## src/rtl/seg_scan_driver.sv

```systemverilog
// Time-multiplexed 8-digit 7-segment scanner with anode dead-time.
// Frames are double-buffered so the lit frame only changes at a scan boundary.
module seg_scan_driver #(
  parameter int unsigned TICK_DIV       = 100000,
  parameter int unsigned BLANK_CYCLES   = 16,
  parameter bit          SEG_ACTIVE_LOW = 1'b1,
  parameter bit          AN_ACTIVE_LOW  = 1'b1
) (
  input  logic        clk,
  input  logic        rst,
  input  logic [63:0] frame_in,
  input  logic        frame_valid,
  output logic        frame_ready,
  output logic [7:0]  seg_out,
  output logic [7:0]  an_out,
  output logic        scan_done
);

  localparam int unsigned PW        = $clog2(TICK_DIV);
  localparam logic [PW-1:0] TICK_MAX  = PW'(TICK_DIV - 1);
  localparam logic [PW-1:0] BLANK_END = PW'(BLANK_CYCLES);
  localparam logic [7:0]    SEG_OFF   = SEG_ACTIVE_LOW ? 8'hFF : 8'h00;
  localparam logic [7:0]    AN_OFF    = AN_ACTIVE_LOW  ? 8'hFF : 8'h00;

  logic [PW-1:0] r_presc;
  logic [2:0]    r_digit;
  logic [63:0]   r_active;
  logic [63:0]   r_pending;
  logic          r_ready;
  logic          r_scan_done;
  logic [7:0]    r_seg;
  logic [7:0]    r_an;

  logic          w_tick;
  logic          w_boundary;
  logic          w_accept;
  logic [7:0]    w_byte;
  logic [7:0]    w_sel;
  logic [7:0]    w_seg_nxt;
  logic [7:0]    w_an_nxt;

  assign w_tick     = (r_presc == TICK_MAX);
  assign w_boundary = w_tick && (r_digit == 3'd7);
  assign w_accept   = frame_valid && r_ready;
  assign w_byte     = r_active[{r_digit, 3'b000} +: 8];
  assign w_sel      = 8'b0000_0001 << r_digit;

  // Segment/anode drive for the current digit; dead-time and empty slots stay dark.
  always_comb begin
    w_seg_nxt = SEG_OFF;
    w_an_nxt  = AN_OFF;
    if ((r_presc >= BLANK_END) && (w_byte != 8'h00)) begin
      w_seg_nxt = SEG_ACTIVE_LOW ? ~w_byte : w_byte;
      w_an_nxt  = AN_ACTIVE_LOW  ? ~w_sel  : w_sel;
    end
  end

  always_ff @(posedge clk) begin
    if (rst) begin
      r_presc     <= '0;
      r_digit     <= 3'd0;
      r_active    <= 64'h0;
      r_pending   <= 64'h0;
      r_ready     <= 1'b1;
      r_scan_done <= 1'b0;
      r_seg       <= SEG_OFF;
      r_an        <= AN_OFF;
    end else begin
      r_presc     <= w_tick ? '0 : r_presc + PW'(1);
      r_scan_done <= w_boundary;
      r_seg       <= w_seg_nxt;
      r_an        <= w_an_nxt;
      if (w_tick) begin
        r_digit <= r_digit + 3'd1;
      end
      // Accept needs an empty slot and a swap needs a full one, so they never coincide.
      if (w_accept) begin
        r_pending <= frame_in;
        r_ready   <= 1'b0;
      end else if (w_boundary && !r_ready) begin
        r_active <= r_pending;
        r_ready  <= 1'b1;
      end
    end
  end

  assign frame_ready = r_ready;
  assign seg_out     = r_seg;
  assign an_out      = r_an;
  assign scan_done   = r_scan_done;

endmodule
```

## config.mk

```make
export PLATFORM = sky130hd
export DESIGN_NAME = seg_scan_driver
export DESIGN_NICKNAME = d
export VERILOG_FILES = /design/src/rtl/seg_scan_driver.sv
export SDC_FILE = /design/constraint.sdc
export NUM_CORES = 1
export LEC_CHECK = 0
export CELL_PAD_IN_SITES_DETAIL_PLACEMENT = 1
export CELL_PAD_IN_SITES_GLOBAL_PLACEMENT = 2
export CORE_ASPECT_RATIO = 1.75
export CORE_UTILIZATION = 36
export CTS_BUF_LIST = sky130_fd_sc_hd__clkbuf_4 sky130_fd_sc_hd__clkbuf_8
export DETAILED_ROUTE_END_ITERATION = 7
export PLACE_DENSITY = 0.77
export SYNTH_ARGS = -nofsm -noshare
export SYNTH_HDL_FRONTEND = slang
export SYNTH_SLANG_ARGS = --single-unit
```

## constraint.sdc

```tcl
create_clock -name clk -period 2.4 [get_ports clk]
set_input_delay 0.36 -clock clk [delete_from_list [all_inputs] [get_ports clk]]
set_output_delay 0.36 -clock clk [all_outputs]
set_load 0.02 [all_outputs]
```

[After elaboration in Yosys (flattened, before gate mapping)]
Cells that the tools add are included.
Cells by class
  add/subtract/negate cells: 2
  order comparisons: 1
  equality and inequality tests: 2
  shift operators: 2
  multiplexer cells: 2
  bitwise operators: 4
  reductions and logical operators: 10
Operators with widths (count)
  variable part select 64 x 7 -> 8 bit: 1
  adder 17 x 1 -> 17 bit (second input constant): 1
  == test 17 bit (second input constant): 1
  greater-or-equal comparator 17 x 5 -> 1 bit (second input constant): 1
  NOT 8 bit: 2
  nonzero test 8 bit: 1
  left shift 1 x 3 -> 8 bit (first input constant): 1
  logical AND 1 bit: 4
  OR reduction 2 bit: 2
  adder 3 x 1 -> 3 bit (second input constant): 1
  == test 3 bit (second input constant): 1
  two-way mux 1 bit: 2
  NOT 1 bit: 2
  AND reduction 2 bit: 1
  nonzero test 2 bit: 1
  zero test 1 bit: 1
Word-level totals
  register bits: 166
  bits of input ports: 67
  word-level logic and storage cells: 31

[Longest topological paths before layout]
  depth in word-level cells: 5
  gate-level depth with buffers: 7
  mapped depth without buffers: 5

[Worst setup path after synthesis]
Ideal clock, no wire load.
  kind: register -> register
  start: reg r_digit[1]
  end: reg r_an[0], in the netlist an_out[0]
  library setup time: 0.083 ns
  data arrival time: 1.784 ns
  required time: 2.317 ns
  slack: 0.533 ns
  cell stages (with the launch flop): 7
  path buffers: 2
  path through: dfxtp_1 -> buf_2 -> clkbuf_1 -> mux4_2 -> mux2i_1 -> nand4_2 -> o2111ai_1
On the way
  cells in the longest elaborated chain, start to end: 5
  elaborated cells between the ends (all ways): 7
  those cells by class: 2 x shift; 2 x bitwise; 3 x reduce/logical
RTL lines
  from (decl): RTL line 26  | logic [2:0] r_digit;
  from (signal assigned): RTL line 74  | r_digit <= r_digit + 3'd1;
  variable part select 64 x 7 -> 8 bit: RTL line 45  | assign w_byte = r_active[{r_digit, 3'b000} +: 8];
  nonzero test 8 bit: RTL line 52  | if ((r_presc >= BLANK_END) && (w_byte != 8'h00)) begin
  logical AND 1 bit: RTL line 52
  NOT 1 bit (no source line)
  OR reduction 2 bit (no source line)
  to (signal assigned): RTL line 72  | r_an <= w_an_nxt;
  to (decl): RTL line 32  | logic [7:0] r_an;
Several ways; a longest one is shown, not always the timed one.
A chain may end at the register's enable or synchronous reset.

[Worst setup path in the final report]
  start: reg r_presc[0]
  end: reg r_active[56]
On the way
  cells in the longest elaborated chain, start to end: 4
RTL lines
  from (decl): RTL line 25  | logic [PW-1:0] r_presc;
  from (signal assigned): RTL line 69  | r_presc <= w_tick ? '0 : r_presc + PW'(1);
  == test 17 bit: RTL line 42  | assign w_tick = (r_presc == TICK_MAX);
  logical AND 1 bit: RTL line 43  | assign w_boundary = w_tick && (r_digit == 3'd7);
  logical AND 1 bit: RTL line 80  | end else if (w_boundary && !r_ready) begin
  AND reduction 2 bit (no source line)
  to (signal assigned): RTL line 81  | r_active <= r_pending;
  to (decl): RTL line 27  | logic [63:0] r_active;
Every way passes these cells.

==> flow_summary_export.csv <==
group,metric,value,unit
place,io_buffers,84,
clock_tree,clockRootBuffer,"clkbuf_8",
clock_tree,cts.clk_slew.worst_paths,0.10,ns
place,place_area,0.00812,mm2
clock_tree,cts_hold_buf,0,
yosys,synth_nets,819,
yosys,yosys_warnings,0,
die,fp.dieH,187,um
drt,ant_nets,0,
setup_path,start_kind,"flip-flop",
yosys,synth_edf_count,0,
setup_path,endpoint_kind,"flip-flop",
timing,setup_viol,0,
yosys,yosysMostFrequentCell,"dfxtp_1",
setup_path,path_buf_inv,1,
setup_path,crit_arrival,2.58,ns
timing,setup-tns-final,0,ns
place,gp_congestion,0.790,
clock_tree,cts.sinks,166,
setup_path,worstSetupPathType,"flip-flop to flip-flop",
drt,drt_iter0_drc,181,
outcome,outcome,"finished clean",
yosys,synth_cell_types,39,
global_routing,grt_pass1_wl,28200,um
timing,skew,0.0171,ns
yosys,yosys.area.top_type,"dfxtp_1",
clock_tree,post-cts-setup-buffer-count,0,
global_routing,grt_pass1_vias,5609,
cells_and_area,antenna_cells,0,
yosys,ys_ff_latch,166,
min_path,min_path_type,"input port to flip-flop",
cells_and_area,syn_to_final_growth,20.4,%
yosys,synth-main-ff-cell,"dfxtp_1",
timing,slew_headroom,53.1,%
timing,finalHoldViolCount,0,
timing,worstMarginPinSlew,0.700,ns
power,power_leakage,0.00287,uW
timing,fmax,455,MHz
place,dpl.cell_count,1030,
setup_path,slowest_stage,"dfxtp_1",
clock_tree,h-tree-depth,4,
yosys,synth_commonest_cells,"dfxtp_1, nand2_1, nand2b_1, mux2i_1, a21oi_1",
die,die_area,0.0202,mm2
yosys,synthArstFlopShare,0,%
setup_path,worstPathRequired,2.78,ns
drt,avgViaCountPerCell,4.93,
die,initial_utilization,36.9,%
yosys,synth.area.top_cells,"dfxtp_1, nand2b_1, mux2i_1, nand2_1, mux4_2",
yosys,synth_area,0.00708,mm2
die,row_count,67,
clock_tree,cts_tree,"yes",
clock_tree,ctsLongestPathBuffers,2,
yosys,syn_avg_cell_area,9.51,um2
cells_and_area,finalNetCount,883,
drt,wl_per_cell,16.5,um
clock_tree,cts-buffers-inserted,17,
clock_tree,clock_latency,0.46,ns
drt,drc,0,
place,place_hpwl,12600,um
global_routing,antenna_found_initial,0,
clock_tree,post_cts_resized,0,
cells_and_area,instances_no_fill,1062,
die,fp.dieW,108,um
yosys,synth_seq_area_share,47.0,%
drt,vias,5232,
setup_path,worstPathCellList,"ha_1 > and4_1 > nand2_1 > nor4_4 > buf_12 > mux2i_1",
global_routing,track_usage,18.3,%
setup_path,cp_max_fo,41,
global_routing,overflow,0,
die,core-area,0.0192,mm2
flow_run,maxCapViolCount,0,
timing,rsz0062_at_grt,"false",
timing,final_max_slew_viol_count,0,
drt,drtPass1Iterations,4,
yosys,yosysTopAreaCellShare,47.0,%
drt,drt-total-wl,17500,um
power,power.density,619,mW/mm2
cells_and_area,drive_gt1_share,8.53,%
die,ios,85,
setup_path,max_stage_delay,0.43,ns
yosys,synth_cells,744,
cells_and_area,fin_area,0.00852,mm2
setup_path,crit_family,"simple AND/OR/NAND/NOR gates",
global_routing,grt_max_degree,197,
timing,period_share,91.5,%
power,ir_drop,0.293,mV
timing,period_needed,2.20,ns
## where the power goes
part	switching [uW]	leakage, uW	total [uW]	internal (uW)
clock	1110	0.000196	2060	951
sequential	40.8	0.00135	2860	2820
combinational	167	0.00133	355	188
## state kept, by name, indices dropped and copies added (netlist names)
signal       cells
r_active        64
r_pending       64
r_presc         17
an_out           8
seg_out          8
r_digit          3
frame_ready      1
scan_done        1
## metal layers
layer | track usage [%] | part of all wire (%)
met5 | 0 | 0
met4 | 9.01 | 2.9
met2 | 33.6 | 54
met3 | 3.17 | 2.4
met1 | 19.5 | 41
## final timing paths
path                                                  from                          to  slack [ns]  cells past startpoint
worst max register to register       r_presc[0]$_SDFF_PP0_   r_active[56]$_SDFFE_PP0P_        0.20                      6
worst max-delay path                 r_presc[0]$_SDFF_PP0_   r_active[56]$_SDFFE_PP0P_        0.20                      6
worst min register to register  r_pending[25]$_SDFFE_PP0P_  r_pending[25]$_SDFFE_PP0P_        0.46                      2
worst min-delay path                                   rst     r_digit[2]$_SDFFE_PP0P_        0.20                      2
## final cells by class
cell class	count	area [um2]
Multi-Input combinational cell	516	3470
Fill cell	2205	10700
Tap cell	241	302
Clock buffer	17	234
Sequential cell	166	3320
Inverter	10	37.5
Clock inverter	15	169
Timing Repair Buffer	97	986
## logic make-up (layout without fill, tap and decap cells)
logic type,Yosys count,count (layout),share of synthesized area [%]
flip-flops,166,166,47.0
multiplexers,88,88,15.3
XOR/XNOR,13,13,1.61
AO/OA/AOI/OAI,92,92,7.62
AND/OR/NAND/NOR,315,315,23.0
adder cells (fa/ha/maj),8,8,1.41
buffers and inverters,62,139,4.16
## per-stage QoR
| step | setup slack, ns | hold slack (ns) | power (uW) | utilization [%] |
|---|---|---|---|---|
| finish | 0.203 | 0.200 | 5270 | 44.4 |
| global route | 0.0622 | 0.180 | 5510 | 44.4 |
| CTS | 0.185 | 0.166 | 5360 | 44.4 |
| detailed placement | 0.233 | 0.451 | 3290 | 42.3 |
| global placement | 0.369 | 0.447 | 3270 | 42.3 |
| floorplan | 0.533 | 0.437 | 3110 | - |
## placed cells by master (no fill, tap or decap), types with 3 or more instances in the layout
cell,count
o2111ai_1,6
mux2i_1,72
inv_1,10
dfxtp_1,166
ha_1,8
inv_6,6
buf_12,4
a311o_1,7
mux4_2,16
buf_4,10
nand2_1,134
clkdlybuf4s50_1,83
xnor2_1,9
xor2_1,4
nor2_1,17
nand4_1,3
nor4_1,5
clkinvlp_4,3
nor3_1,4
clkbuf_8,17
a21oi_1,69
nand3_1,8
nand2b_1,129
## worst reg2reg max path, delay by kind of cell, from the launching register on
family / cells / cell delay [ns]
and+or+nand+nor: 3 / 0.84
adders and majority gates: 1 / 0.25
muxes: 1 / 0.26
DFF: 1 / 0.43
buffers and inverters: 1 / 0.34
No activity file was read; power rests on OpenSTA's default activity.
